File: src/rtl/spi_slave_regfile_pkg.sv
// Shared SPI definitions: FSM state encoding, field widths, address range helper.
// Contents: spi_state_t (one-hot), SPI_ADDR_W, SPI_DATA_W, RW_BIT, addr_in_range().
// Used by the SPI responder and the SPI controller so both agree on the frame format.
package spi_pkg;

  localparam int SPI_ADDR_W = 7;
  localparam int SPI_DATA_W = 8;
  // Address byte bit that selects write (1) or read (0).
  localparam int RW_BIT     = 7;

  typedef enum logic [3:0] {
    S_IDLE  = 4'b0001,
    S_ADDR  = 4'b0010,
    S_WDATA = 4'b0100,
    S_RDATA = 4'b1000
  } spi_state_t;

  // True when a 7-bit byte address falls inside a register file of 'depth' bytes.
  function automatic logic addr_in_range(input logic [SPI_ADDR_W-1:0] addr, input int depth);
    return int'({25'd0, addr}) < depth;
  endfunction

endpackage

File: src/rtl/spi_slave_regfile_if.sv
// SPI pin bundle between an SPI controller (master) and a responder (slave).
// Signals: sclk_i (idles high), mosi_i, cs_i (active-high select), miso_o.
// Modports: master drives sclk/mosi/cs and reads miso; slave the reverse.
interface spi_slave_regfile_if;
  logic sclk_i;
  logic mosi_i;
  logic cs_i;
  logic miso_o;

  modport master (output sclk_i, output mosi_i, output cs_i, input miso_o);
  modport slave  (input sclk_i, input mosi_i, input cs_i, output miso_o);
endinterface

File: src/rtl/spi_slave_regfile_pin_sync.sv
// Synchroniser for one asynchronous pin plus a falling-edge pulse on the synchronised level.
// Ports: clk, rst_n (async active-low), din (raw pin), dout (synchronised level), fall (1-cycle pulse).
// dout lags din by SYNC_FF cycles; fall is decoded from one further flop, so it is acted on SYNC_FF+1 cycles after the pin.
module spi_pin_sync #(
  parameter int   SYNC_FF = 2,
  parameter logic RST_VAL = 1'b0
) (
  input  logic clk,
  input  logic rst_n,
  input  logic din,
  output logic dout,
  output logic fall
);

  logic [SYNC_FF-1:0] chain;
  logic               last;

  always_ff @(posedge clk or negedge rst_n) begin
    if (!rst_n) begin
      chain <= {SYNC_FF{RST_VAL}};
      last  <= RST_VAL;
    end else begin
      chain <= {chain[SYNC_FF-2:0], din};
      last  <= chain[SYNC_FF-1];
    end
  end

  assign dout = chain[SYNC_FF-1];
  assign fall = last & ~dout;

endmodule

File: src/rtl/spi_slave_regfile.sv
// SPI responder with a local byte register file; all logic runs on pclk_i, SPI pins are oversampled.
// Ports: pclk_i, prst_n_i, spi (slave modport: sclk/mosi/cs in, miso out), loc_addr_i/loc_rdata_o (local read,
//        1-cycle latency), wr_valid_o/wr_addr_o/wr_data_o (committed SPI write pulse), frame_abort_o (partial frame).
// Frame: 8-bit address (LSB first, bit 7 = write), sclk held high for a gap, then 8 data bits; bursts while cs stays high.
module spi_slave_regfile
  import spi_pkg::*;
#(
  parameter int DEPTH   = 128,
  parameter int SYNC_FF = 2
) (
  input  logic                  pclk_i,
  input  logic                  prst_n_i,
  spi_slave_regfile_if.slave    spi,
  input  logic [SPI_ADDR_W-1:0] loc_addr_i,
  output logic [SPI_DATA_W-1:0] loc_rdata_o,
  output logic                  wr_valid_o,
  output logic [SPI_ADDR_W-1:0] wr_addr_o,
  output logic [SPI_DATA_W-1:0] wr_data_o,
  output logic                  frame_abort_o
);

  localparam int IDX_W = (DEPTH > 1) ? $clog2(DEPTH) : 1;

  // Pin conditioning
  logic sclk_fall, sclk_lvl_unused;
  logic mosi_s, mosi_fall_unused;
  logic cs_s, cs_fall_unused;

  // sclk idles high, so its synchroniser resets high to avoid a false edge on reset release.
  spi_pin_sync #(.SYNC_FF(SYNC_FF), .RST_VAL(1'b1)) u_sync_sclk (
    .clk(pclk_i), .rst_n(prst_n_i), .din(spi.sclk_i), .dout(sclk_lvl_unused), .fall(sclk_fall)
  );
  spi_pin_sync #(.SYNC_FF(SYNC_FF), .RST_VAL(1'b0)) u_sync_mosi (
    .clk(pclk_i), .rst_n(prst_n_i), .din(spi.mosi_i), .dout(mosi_s), .fall(mosi_fall_unused)
  );
  spi_pin_sync #(.SYNC_FF(SYNC_FF), .RST_VAL(1'b0)) u_sync_cs (
    .clk(pclk_i), .rst_n(prst_n_i), .din(spi.cs_i), .dout(cs_s), .fall(cs_fall_unused)
  );

  // Frame state
  spi_state_t            state;
  logic [2:0]            bit_cnt;
  logic [SPI_ADDR_W-1:0] addr_sr;
  logic [SPI_DATA_W-2:0] data_sr;   // bits 0..6; bit 7 is taken straight from mosi_s
  logic [SPI_DATA_W-1:0] tx_sr;
  logic                  miso;

  logic [SPI_DATA_W-1:0] mem [DEPTH];

  logic                  last_bit;
  logic                  addr_ok;
  logic                  loc_ok;
  logic                  commit;
  logic [SPI_DATA_W-1:0] wbyte;
  logic [SPI_DATA_W-1:0] spi_rbyte;

  assign last_bit  = sclk_fall && (bit_cnt == 3'd7);
  assign addr_ok   = addr_in_range(addr_sr, DEPTH);
  assign loc_ok    = addr_in_range(loc_addr_i, DEPTH);
  assign wbyte     = {mosi_s, data_sr};
  assign spi_rbyte = addr_ok ? mem[addr_sr[IDX_W-1:0]] : '0;
  // A cs drop in the same cycle as the last data bit is treated as an abort, so commit needs cs_s.
  assign commit    = (state == S_WDATA) && cs_s && last_bit;

  assign spi.miso_o = miso;

  always_ff @(posedge pclk_i or negedge prst_n_i) begin
    if (!prst_n_i) begin
      state         <= S_IDLE;
      bit_cnt       <= '0;
      addr_sr       <= '0;
      data_sr       <= '0;
      tx_sr         <= '0;
      miso          <= 1'b1;
      wr_valid_o    <= 1'b0;
      wr_addr_o     <= '0;
      wr_data_o     <= '0;
      frame_abort_o <= 1'b0;
    end else begin
      wr_valid_o    <= 1'b0;
      frame_abort_o <= 1'b0;
      if (!cs_s && (state != S_IDLE)) begin
        // Leaving S_ADDR with bit_cnt == 0 is a clean frame boundary; anything else is partial.
        frame_abort_o <= (state != S_ADDR) || (bit_cnt != 3'd0);
        state         <= S_IDLE;
        bit_cnt       <= '0;
        miso          <= 1'b1;
      end else begin
        unique case (state)
          S_IDLE: begin
            miso    <= 1'b1;
            bit_cnt <= '0;
            if (cs_s) state <= S_ADDR;
          end
          S_ADDR: if (sclk_fall) begin
            bit_cnt <= bit_cnt + 3'd1;
            if (bit_cnt != 3'd7) begin
              addr_sr[bit_cnt] <= mosi_s;
            end else if (mosi_s) begin
              state <= S_WDATA;
            end else begin
              // First read bit goes out now and is held through the inter-phase gap.
              tx_sr <= spi_rbyte;
              miso  <= spi_rbyte[0];
              state <= S_RDATA;
            end
          end
          S_WDATA: if (sclk_fall) begin
            bit_cnt <= bit_cnt + 3'd1;
            if (bit_cnt != 3'd7) begin
              data_sr[bit_cnt] <= mosi_s;
            end else begin
              wr_valid_o <= 1'b1;
              wr_addr_o  <= addr_sr;
              wr_data_o  <= wbyte;
              // cs_s is known high here; a later drop in S_ADDR returns to idle without an abort.
              state      <= S_ADDR;
            end
          end
          S_RDATA: if (sclk_fall) begin
            bit_cnt <= bit_cnt + 3'd1;
            tx_sr   <= {1'b1, tx_sr[SPI_DATA_W-1:1]};
            if (bit_cnt == 3'd7) begin
              miso  <= 1'b1;
              state <= S_ADDR;
            end else begin
              miso  <= tx_sr[1];
            end
          end
          default: state <= S_IDLE;
        endcase
      end
    end
  end

  // Register file. The local read sees the pre-write value when it hits the byte being written.
  always_ff @(posedge pclk_i or negedge prst_n_i) begin
    if (!prst_n_i) begin
      for (int i = 0; i < DEPTH; i++) mem[i] <= '0;
      loc_rdata_o <= '0;
    end else begin
      if (commit && addr_ok) mem[addr_sr[IDX_W-1:0]] <= wbyte;
      loc_rdata_o <= loc_ok ? mem[loc_addr_i[IDX_W-1:0]] : '0;
    end
  end

endmodule

File: src/flat_wrapper.sv
// flat-port wrapper written by rule: the top's interface ports become plain ports
module spi_slave_regfile_flat import spi_pkg::*;
#(
  parameter int DEPTH   = 128,
  parameter int SYNC_FF = 2
)
  (pclk_i, prst_n_i, loc_addr_i, loc_rdata_o, wr_valid_o, wr_addr_o, wr_data_o, frame_abort_o, spi_sclk_i, spi_mosi_i, spi_cs_i, spi_miso_o);
  spi_slave_regfile_if spi_i ();
  input  logic pclk_i;
  input  logic prst_n_i;
  input  logic [SPI_ADDR_W-1:0] loc_addr_i;
  output logic [SPI_DATA_W-1:0] loc_rdata_o;
  output logic wr_valid_o;
  output logic [SPI_ADDR_W-1:0] wr_addr_o;
  output logic [SPI_DATA_W-1:0] wr_data_o;
  output logic frame_abort_o;
  input wire logic [$bits(spi_i.sclk_i)-1:0] spi_sclk_i;
  input wire logic [$bits(spi_i.mosi_i)-1:0] spi_mosi_i;
  input wire logic [$bits(spi_i.cs_i)-1:0] spi_cs_i;
  output wire logic [$bits(spi_i.miso_o)-1:0] spi_miso_o;
  assign spi_i.sclk_i = spi_sclk_i;
  assign spi_i.mosi_i = spi_mosi_i;
  assign spi_i.cs_i = spi_cs_i;
  assign spi_miso_o = spi_i.miso_o;
  spi_slave_regfile #(.DEPTH(DEPTH), .SYNC_FF(SYNC_FF)) u_core (.pclk_i(pclk_i), .prst_n_i(prst_n_i), .spi(spi_i), .loc_addr_i(loc_addr_i), .loc_rdata_o(loc_rdata_o), .wr_valid_o(wr_valid_o), .wr_addr_o(wr_addr_o), .wr_data_o(wr_data_o), .frame_abort_o(frame_abort_o));
endmodule
File: config.mk
export PLATFORM = sky130hd
export DESIGN_NAME = spi_slave_regfile_flat
export DESIGN_NICKNAME = d
export VERILOG_FILES = /design/src/rtl/spi_slave_regfile_pkg.sv /design/src/rtl/spi_slave_regfile_if.sv /design/src/rtl/spi_slave_regfile_pin_sync.sv /design/src/rtl/spi_slave_regfile.sv /design/src/flat_wrapper.sv
export SDC_FILE = /design/constraint.sdc
export NUM_CORES = 2
export LEC_CHECK = 0
export ABC_CLOCK_PERIOD_IN_PS = 2900
export CORE_ASPECT_RATIO = 1.1
export CORE_MARGIN = 8
export CORE_UTILIZATION = 25
export CTS_CLUSTER_SIZE = 24
export DETAILED_ROUTE_END_ITERATION = 6
export GPL_ROUTABILITY_DRIVEN = 0
export PLACE_DENSITY_LB_ADDON = 0.08
export SLEW_MARGIN = 20
export SYNTH_ARGS = -nofsm -noshare
export SYNTH_HDL_FRONTEND = slang
export SYNTH_SLANG_ARGS = --single-unit
export TNS_END_PERCENT = 10
File: constraint.sdc
create_clock -name pclk_i -period 2.9 [get_ports pclk_i]
set_clock_uncertainty 0.05 [all_clocks]
set_input_delay 0.435 -clock pclk_i [delete_from_list [all_inputs] [get_ports pclk_i]]
set_output_delay 0.435 -clock pclk_i [all_outputs]
set_load 0.05 [all_outputs]
; ---- After elaboration in Yosys (flattened, before gate mapping)
; Index checks and enable logic that the tools add are counted.
[word_totals]
in_bits = 12
mem_count = 0
latchBits = 0
out_inout_bits = 26
ff_bits = 1086
mem_bits_ro = 0
ram_bits = 0
elab_cells = 239
[op_classes]
eq_ne = 21
div_mod_pow = 0
bitwise_logic = 6
muxes = 43
mul = 0
reduce_logical = 20
magnitude_cmp = 5
addsub = 1
n_shift = 0
[ops]
columns = op, n
row1 = 1024-bit bitwise mux, 1
row2 = 8-bit binary-select mux with 7-bit select, 2
row3 = 8-bit 2-to-1 mux, 9
row4 = 8-bit demux with 7-bit select, 1
row5 = 4-bit 2-to-1 mux, 9
row6 = "8-bit >= comparator, second input constant", 2
row7 = 7-bit NOT with 8-bit output, 2
row8 = 4-bit case mux with 4 select lines, 1
row9 = 8-bit case mux with 2 select lines, 1
row10 = 7-bit bitwise mux, 2
row11 = 1-bit 2-to-1 mux, 12
row12 = "3-bit by 1-bit != test with 1-bit output, second input constant", 4
row13 = "3-bit by 2-bit != test with 1-bit output, second input constant", 4
row14 = 4-bit AND reduction, 3
row15 = "8-bit by 1-bit < comparator with 1-bit output, second input constant", 1
row16 = 7-bit AND reduction, 1
row17 = 1-bit logical AND, 6
row18 = 3-bit 2-to-1 mux, 2
row19 = "3-bit != test, second input constant", 2
row20 = 3-bit case mux with 2 select lines, 1
row21 = 6-bit AND reduction, 1
row22 = 3-bit nonzero test, 2
row23 = 5-bit AND reduction, 1
row24 = "4-bit by 1-bit equality test with 1-bit output, second input constant", 1
row25 = other kinds (21), 25

; ---- Logic depth before layout (Yosys ltp)
[depth]
ltp_word = 9
depth_mapped = 12
depth_no_buf = 9

; ---- Cells and area by module
; From an unflattened synthesis, not the netlist that was laid out.
[hier_totals]
cells_unflattened = 4057
area_unflattened_um2 = 58351.0
[modules_own_cells]
columns = module, seq_area_each_um2, instances, cells_per_inst, area_per_inst_um2
row1 = spi_slave_regfile, 26978.4, 1, 4045, 58080.7
row2 = spi_pin_sync at u_core.u_sync_cs ..., 75.1, 2, 4, 88.8
row3 = spi_pin_sync at u_core.u_sync_sclk, 78.8, 1, 4, 92.6

; ---- Least setup slack after synthesis
; OpenSTA, ideal clock, no wires.
[synth_timing]
path_kind = input-to-reg
startpoint = input loc_addr_i[0]
endpoint = register u_core.loc_rdata_o[0]
path_stages = 6
n_path_buf = 2
setup_slack_ns = -0.063
required_time_ns = 2.725
arrival_ns = 2.789
setup_ns = 0.125
path_cell_list = buf_2 > buf_1 > mux4_2 > mux4_2 > mux4_2 > mux2_2
[synth_between]
elab_chain_cells = 4
[synth_lines]
columns = item, line_no
row1 = from (decl), flat_wrapper.sv:11  ; input logic [SPI_ADDR_W-1:0] loc_addr_i;
row2 = 7-bit NOT with 8-bit output (implied by the code), spi_slave_regfile.sv:143  ; loc_rdata_o <= loc_ok ? mem[loc_addr_i[IDX_W-1:0]] : '0;
row3 = 8-bit binary-select mux with 7-bit select, spi_slave_regfile.sv:143
row4 = 8-bit 2-to-1 mux (implied by the code) (2 in series), spi_slave_regfile.sv:143
row5 = to (signal assigned), spi_slave_regfile.sv:143
row6 = to (decl), spi_slave_regfile.sv:15  ; output logic [SPI_DATA_W-1:0] loc_rdata_o,
; Every way passes these cells. The select of a mux whose other input is x is not followed.
; A chain may end at the register's enable or synchronous reset.

; ---- Worst setup path in the final report
[layout_timing]
startpoint = register u_core.addr_sr[2]
endpoint = register u_core.miso (netlist: u_core.spi.miso_o)
[layout_between]
elab_chain_cells = 9
[layout_lines]
columns = item, line_no
row1 = from (decl), spi_slave_regfile.sv:43  ; logic [SPI_ADDR_W-1:0] addr_sr;
row2 = "from (signal, indexed assignment)", spi_slave_regfile.sv:98  ; addr_sr[bit_cnt] <= mosi_s;
row3 = 7-bit NOT with 8-bit output (implied by the code), spi_slave_regfile.sv:61  ; assign spi_rbyte = addr_ok ? mem[addr_sr[IDX_W-1:0]] : '0;
row4 = 8-bit binary-select mux with 7-bit select, spi_slave_regfile.sv:61
row5 = 8-bit 2-to-1 mux (implied by the code) (2 in series), spi_slave_regfile.sv:61
row6 = 1-bit 2-to-1 mux, spi_slave_regfile.sv:99  ; end else if (mosi_s) begin
row7 = 1-bit 2-to-1 mux, spi_slave_regfile.sv:97  ; if (bit_cnt != 3'd7) begin
row8 = 1-bit 2-to-1 mux, spi_slave_regfile.sv:95  ; S_ADDR: if (sclk_fall) begin
row9 = 1-bit case mux with 3 select lines, spi_slave_regfile.sv:89  ; unique case (state)
row10 = 1-bit 2-to-1 mux, spi_slave_regfile.sv:82  ; if (!cs_s && (state != S_IDLE)) begin
row11 = to (signal assigned), spi_slave_regfile.sv:104  ; miso <= spi_rbyte[0];
row12 = to (signal assigned), spi_slave_regfile.sv:127  ; miso <= tx_sr[1];
row13 = to (decl), spi_slave_regfile.sv:46  ; logic miso;
; Every way passes these cells. The select of a mux whose other input is x is not followed.

==> flow_summary.toml <==
[run_status]
outcome = "complete, no violations"

[timing]
rsz0062_at_grt = "yes"
tightest_slew_ps = 1000
setup_ws_ps = 3.24
period_share = 0.999
max_clock_freq_ghz = 0.345
period_minus_slack_ps = 2900
hold_viol = 0
setup_viol = 0
slew_headroom = 0.332
slew_violations = 0

[route]
drc = 0
ant_nets = 0
vias = 41200
dr.pass1.iters = 7
drt_wl_total_um = 267000
wl_per_cell_um = 34.5
drt_iter0_markers = 3099
vias_per_cell = 5.32

[worst_setup_path]
rr_startpoint = "u_core.addr_sr[2]$_DFFE_PN0P_"
worstPathMaxFanout = 8
worstSetupPathType = "reg -> reg"
worst_r2r_path_depth = 11
reg2reg_slack_ps = 3
cp_data_arrival_time_ps = 3590
end_kind = "register"
start_kind = "register"
rr_endpoint = "u_core.spi.miso_o$_DFFE_PN1P_"
required_ps = 3600

[logic_synthesis]
ys_ff_latch = 1085
syn_area_mm2 = 0.0575
synth_top_area_share = 0.470
synth-main-ff-cell = "dfrtp_1"
async_flop_share = 1.00
ys_seq_area_frac = 0.472
yosys-top-cells-area = "dfrtp_1 (47%), mux2_2 (22%), mux4_2 (15%), a221oi_1 (1.8%), mux2i_1 (1.8%)"
yosysUniqueCellTypes = 75
syn_avg_cell_area_um2 = 13.9
synth_top_area_cell = "dfrtp_1"
yosys_warnings = 0
syn_inst = 4133
synth_edf_count = 0
syn-num-nets = 4148

[floorplan]
start_util = 0.252
die_h_um = 519
fp-row-count = 184
boundaryPins = 38
fp.coreArea_mm2 = 0.229
die_width_um = 473
die-area_mm2 = 0.246

[grt]
antenna_found_initial = 17
grt_max_degree = 145
grt_first_pass_wirelength_um = 374000
grt_usage = 0.213
grt_pass1_vias = 42400
gr-total-overflow = 0

[pwr]
leakage_nw = 32.1
pwr-share-clk = 0.461
pwr-share-seq = 0.397
power_switching_share = 0.281
internal_power_mw = 27.6
power.density_mw_per_mm2 = 533
comb_power_share = 0.142
max-vdd-ir-drop_v = 0.000642
power.switching_mw = 10.8

[clock_network]
path_clk_slew_ps = 60
cts_made_buffers = 140
cts_buffer_depth = 3
cts_tree = "done"
cts-root-buf = "clkbuf_16"
clock_latency_ps = 810
htree_levels = 4
cts_sinks = 1085

[hold_path]
worstHoldPathType = "in -> async"

[layout]
drive_above_1_share = 0.536
fin_cells = 7737
nNetsFinal = 4572
areaGrowthSynthToFinish_pct = 25.1
fill_cells = 22700

[place]
portBuffers = 37
dp_cells = 7442
place.detailed.hpwl_um = 191000
dp_slack_ps = -1030

[flow_run]
maxCapViolations = 0
routing by layer:
metal | global-route usage | vias up | share of wire
met3 | 0.0291 | 331 | 0.041
met1 | 0.287 | 22700 | 0.44
met4 | 0.0681 | 2 | 0.036
met2 | 0.353 | 1242 | 0.48
li1 | - | 16900 | -
met5 | 0 | - | 0.000049
registers in the layout, indices dropped and copies added (netlist names), 3 cells and up:
signal	flops
u_core.bit_cnt	3
u_core.data_sr	7
u_core.mem	1024
u_core.tx_sr	7
u_core.loc_rdata_o	8
u_core.wr_addr_o	7
u_core.state	4
u_core.addr_sr	7
u_core.wr_data_o	8
how the worst max path moves through the flow:
| stage | start | to | slack (ps) |
|---|---|---|---|
| 2_1_floorplan | loc_addr_i[0] | u_core.loc_rdata_o[0]$_DFF_PN0_ | 70 |
| 3_3_place_gp | u_core.addr_sr[1]$_DFFE_PN0P_ | u_core.spi.miso_o$_DFFE_PN1P_ | -1080 |
| 3_5_place_dp | u_core.addr_sr[1]$_DFFE_PN0P_ | u_core.spi.miso_o$_DFFE_PN1P_ | -1030 |
| 4_1_cts | u_core.addr_sr[1]$_DFFE_PN0P_ | u_core.spi.miso_o$_DFFE_PN1P_ | -160 |
| 5_1_grt | u_core.addr_sr[2]$_DFFE_PN0P_ | u_core.tx_sr[4]$_DFFE_PN0P_ | -60 |
| 6_report | u_core.addr_sr[2]$_DFFE_PN0P_ | u_core.spi.miso_o$_DFFE_PN1P_ | 3 |
synthesized netlist by cell type, types with 4 or more instances:
cell type     n
o2bb2ai_1    17
o311ai_0      6
mux4_2      377
nor2b_1      17
o221ai_1     30
a31oi_1      19
a32oi_1       7
nand2_1     235
buf_1        40
clkbuf_1    220
a211oi_1     21
nand2_2      32
o211ai_1      8
dfstp_2       5
a221o_1      26
o22ai_1      16
a22o_1       24
o2111ai_1     6
nand3_1      15
mux2i_1     102
and3_1        6
a311o_1       4
o21ai_0      88
a21o_1        6
buf_4         9
nor3_2        4
a2111oi_0     4
nor2_1       95
inv_1        11
a21oi_1      75
and2_1        5
nor2_2        4
a22oi_1      76
buf_2       100
nor3_1       15
a221oi_1    120
nand2b_1     11
dfrtp_1    1080
mux2_2     1139
power by group through the flow:
stage	Sequential (mW)	Clock [mW]	Combinational (mW)
after CTS	15.2	18.3	5.36
after global routing	15.2	18.8	5.67
after detailed placement	15.5	0	5.11
after floorplan	15.5	0	1.74
after global placement	15.5	0	5.13
final	15.2	17.7	5.46
placed cells by master (no fill, tap or decap), types with 8 or more instances in the layout:
cell type | netlist | final
a22o_1 | 24 | 23
clkbuf_1 | 220 | 35
a31oi_1 | 19 | 16
buf_12 | 0 | 145
a21oi_1 | 75 | 73
nand2b_1 | 11 | 9
o2bb2ai_1 | 17 | 15
clkdlybuf4s50_1 | 0 | 32
a211oi_1 | 21 | 18
nand2_1 | 235 | 222
a221oi_1 | 120 | 107
nor2_1 | 95 | 91
dfrtp_4 | 0 | 12
o21ai_0 | 88 | 79
o221ai_1 | 30 | 28
nand2_2 | 32 | 45
clkinv_2 | 0 | 19
o211ai_1 | 8 | 8
a22oi_1 | 76 | 75
mux2_2 | 1139 | 1137
o22ai_1 | 16 | 14
buf_6 | 2 | 20
dfrtp_1 | 1080 | 1067
nand3_1 | 15 | 13
clkbuf_8 | 0 | 29
a221o_1 | 26 | 26
nor2b_1 | 17 | 11
clkbuf_16 | 0 | 148
buf_4 | 9 | 441
mux2i_1 | 102 | 101
a221oi_2 | 0 | 11
nor3_1 | 15 | 13
mux4_2 | 377 | 377
diode_2 | 0 | 9
through the flow:
step | power [mW] | utilization | area (µm²) | hold slack [ps] | setup TNS, ps
detailed placement | 20.6 | 0.290 | 66400 | 286 | -31980
finish | 38.4 | 0.315 | 72000 | 125 | 0
floorplan | 17.2 | - | 57500 | 89.4 | 0
global placement | 20.7 | 0.290 | 66400 | 290 | -41440
global route | 39.7 | 0.315 | 72000 | 113 | -144
CTS | 38.9 | 0.313 | 71500 | 71.6 | -160
what timing repair did:
action,4_1_cts,5_1_grt
setup endpoints to repair,354,39
hold endpoints to repair,261,0
setup buffers,27,7
hold buffers,4,0
gates resized for setup,62,65
cloned,1,3
pin swaps,10,20
worst max-delay path, stage by stage (launching register included):
cell and delay [ps]:
dfrtp_4 510, buf_6 160, and3b_4 470, buf_4 180, buf_6 160, a22o_1 160, a211oi_1 50, nand2_1 80
a21oi_1 40, buf_4 190, o41ai_4 530, a31o_2 240
area by class of cell:
class,count,area (µm²),area share
diodes,9,22.5,0.000313
clock buffers,209,4160,0.0578
clock inverters,35,405,0.00563
inverters,14,61.3,0.000852
multi-input cells,2663,29300,0.407
flip-flops and latches,1085,27200,0.378
well taps,3069,3840,0.0533
repair buffers,653,7030,0.0976
kinds of logic (layout without fill, tap and decap cells):
kind of cell,after synthesis,in the layout,share of synthesized area
other cells,0,9,0
fa+ha+maj,3,3,0.000653
buf+inv,385,911,0.0281
compound gates,580,580,0.0745
flops,1085,1085,0.472
mux,1618,1618,0.388
xor+xnor,2,2,0.000305
simple gates,460,460,0.0359
Note: power is estimated with default switching activity, not from simulation.
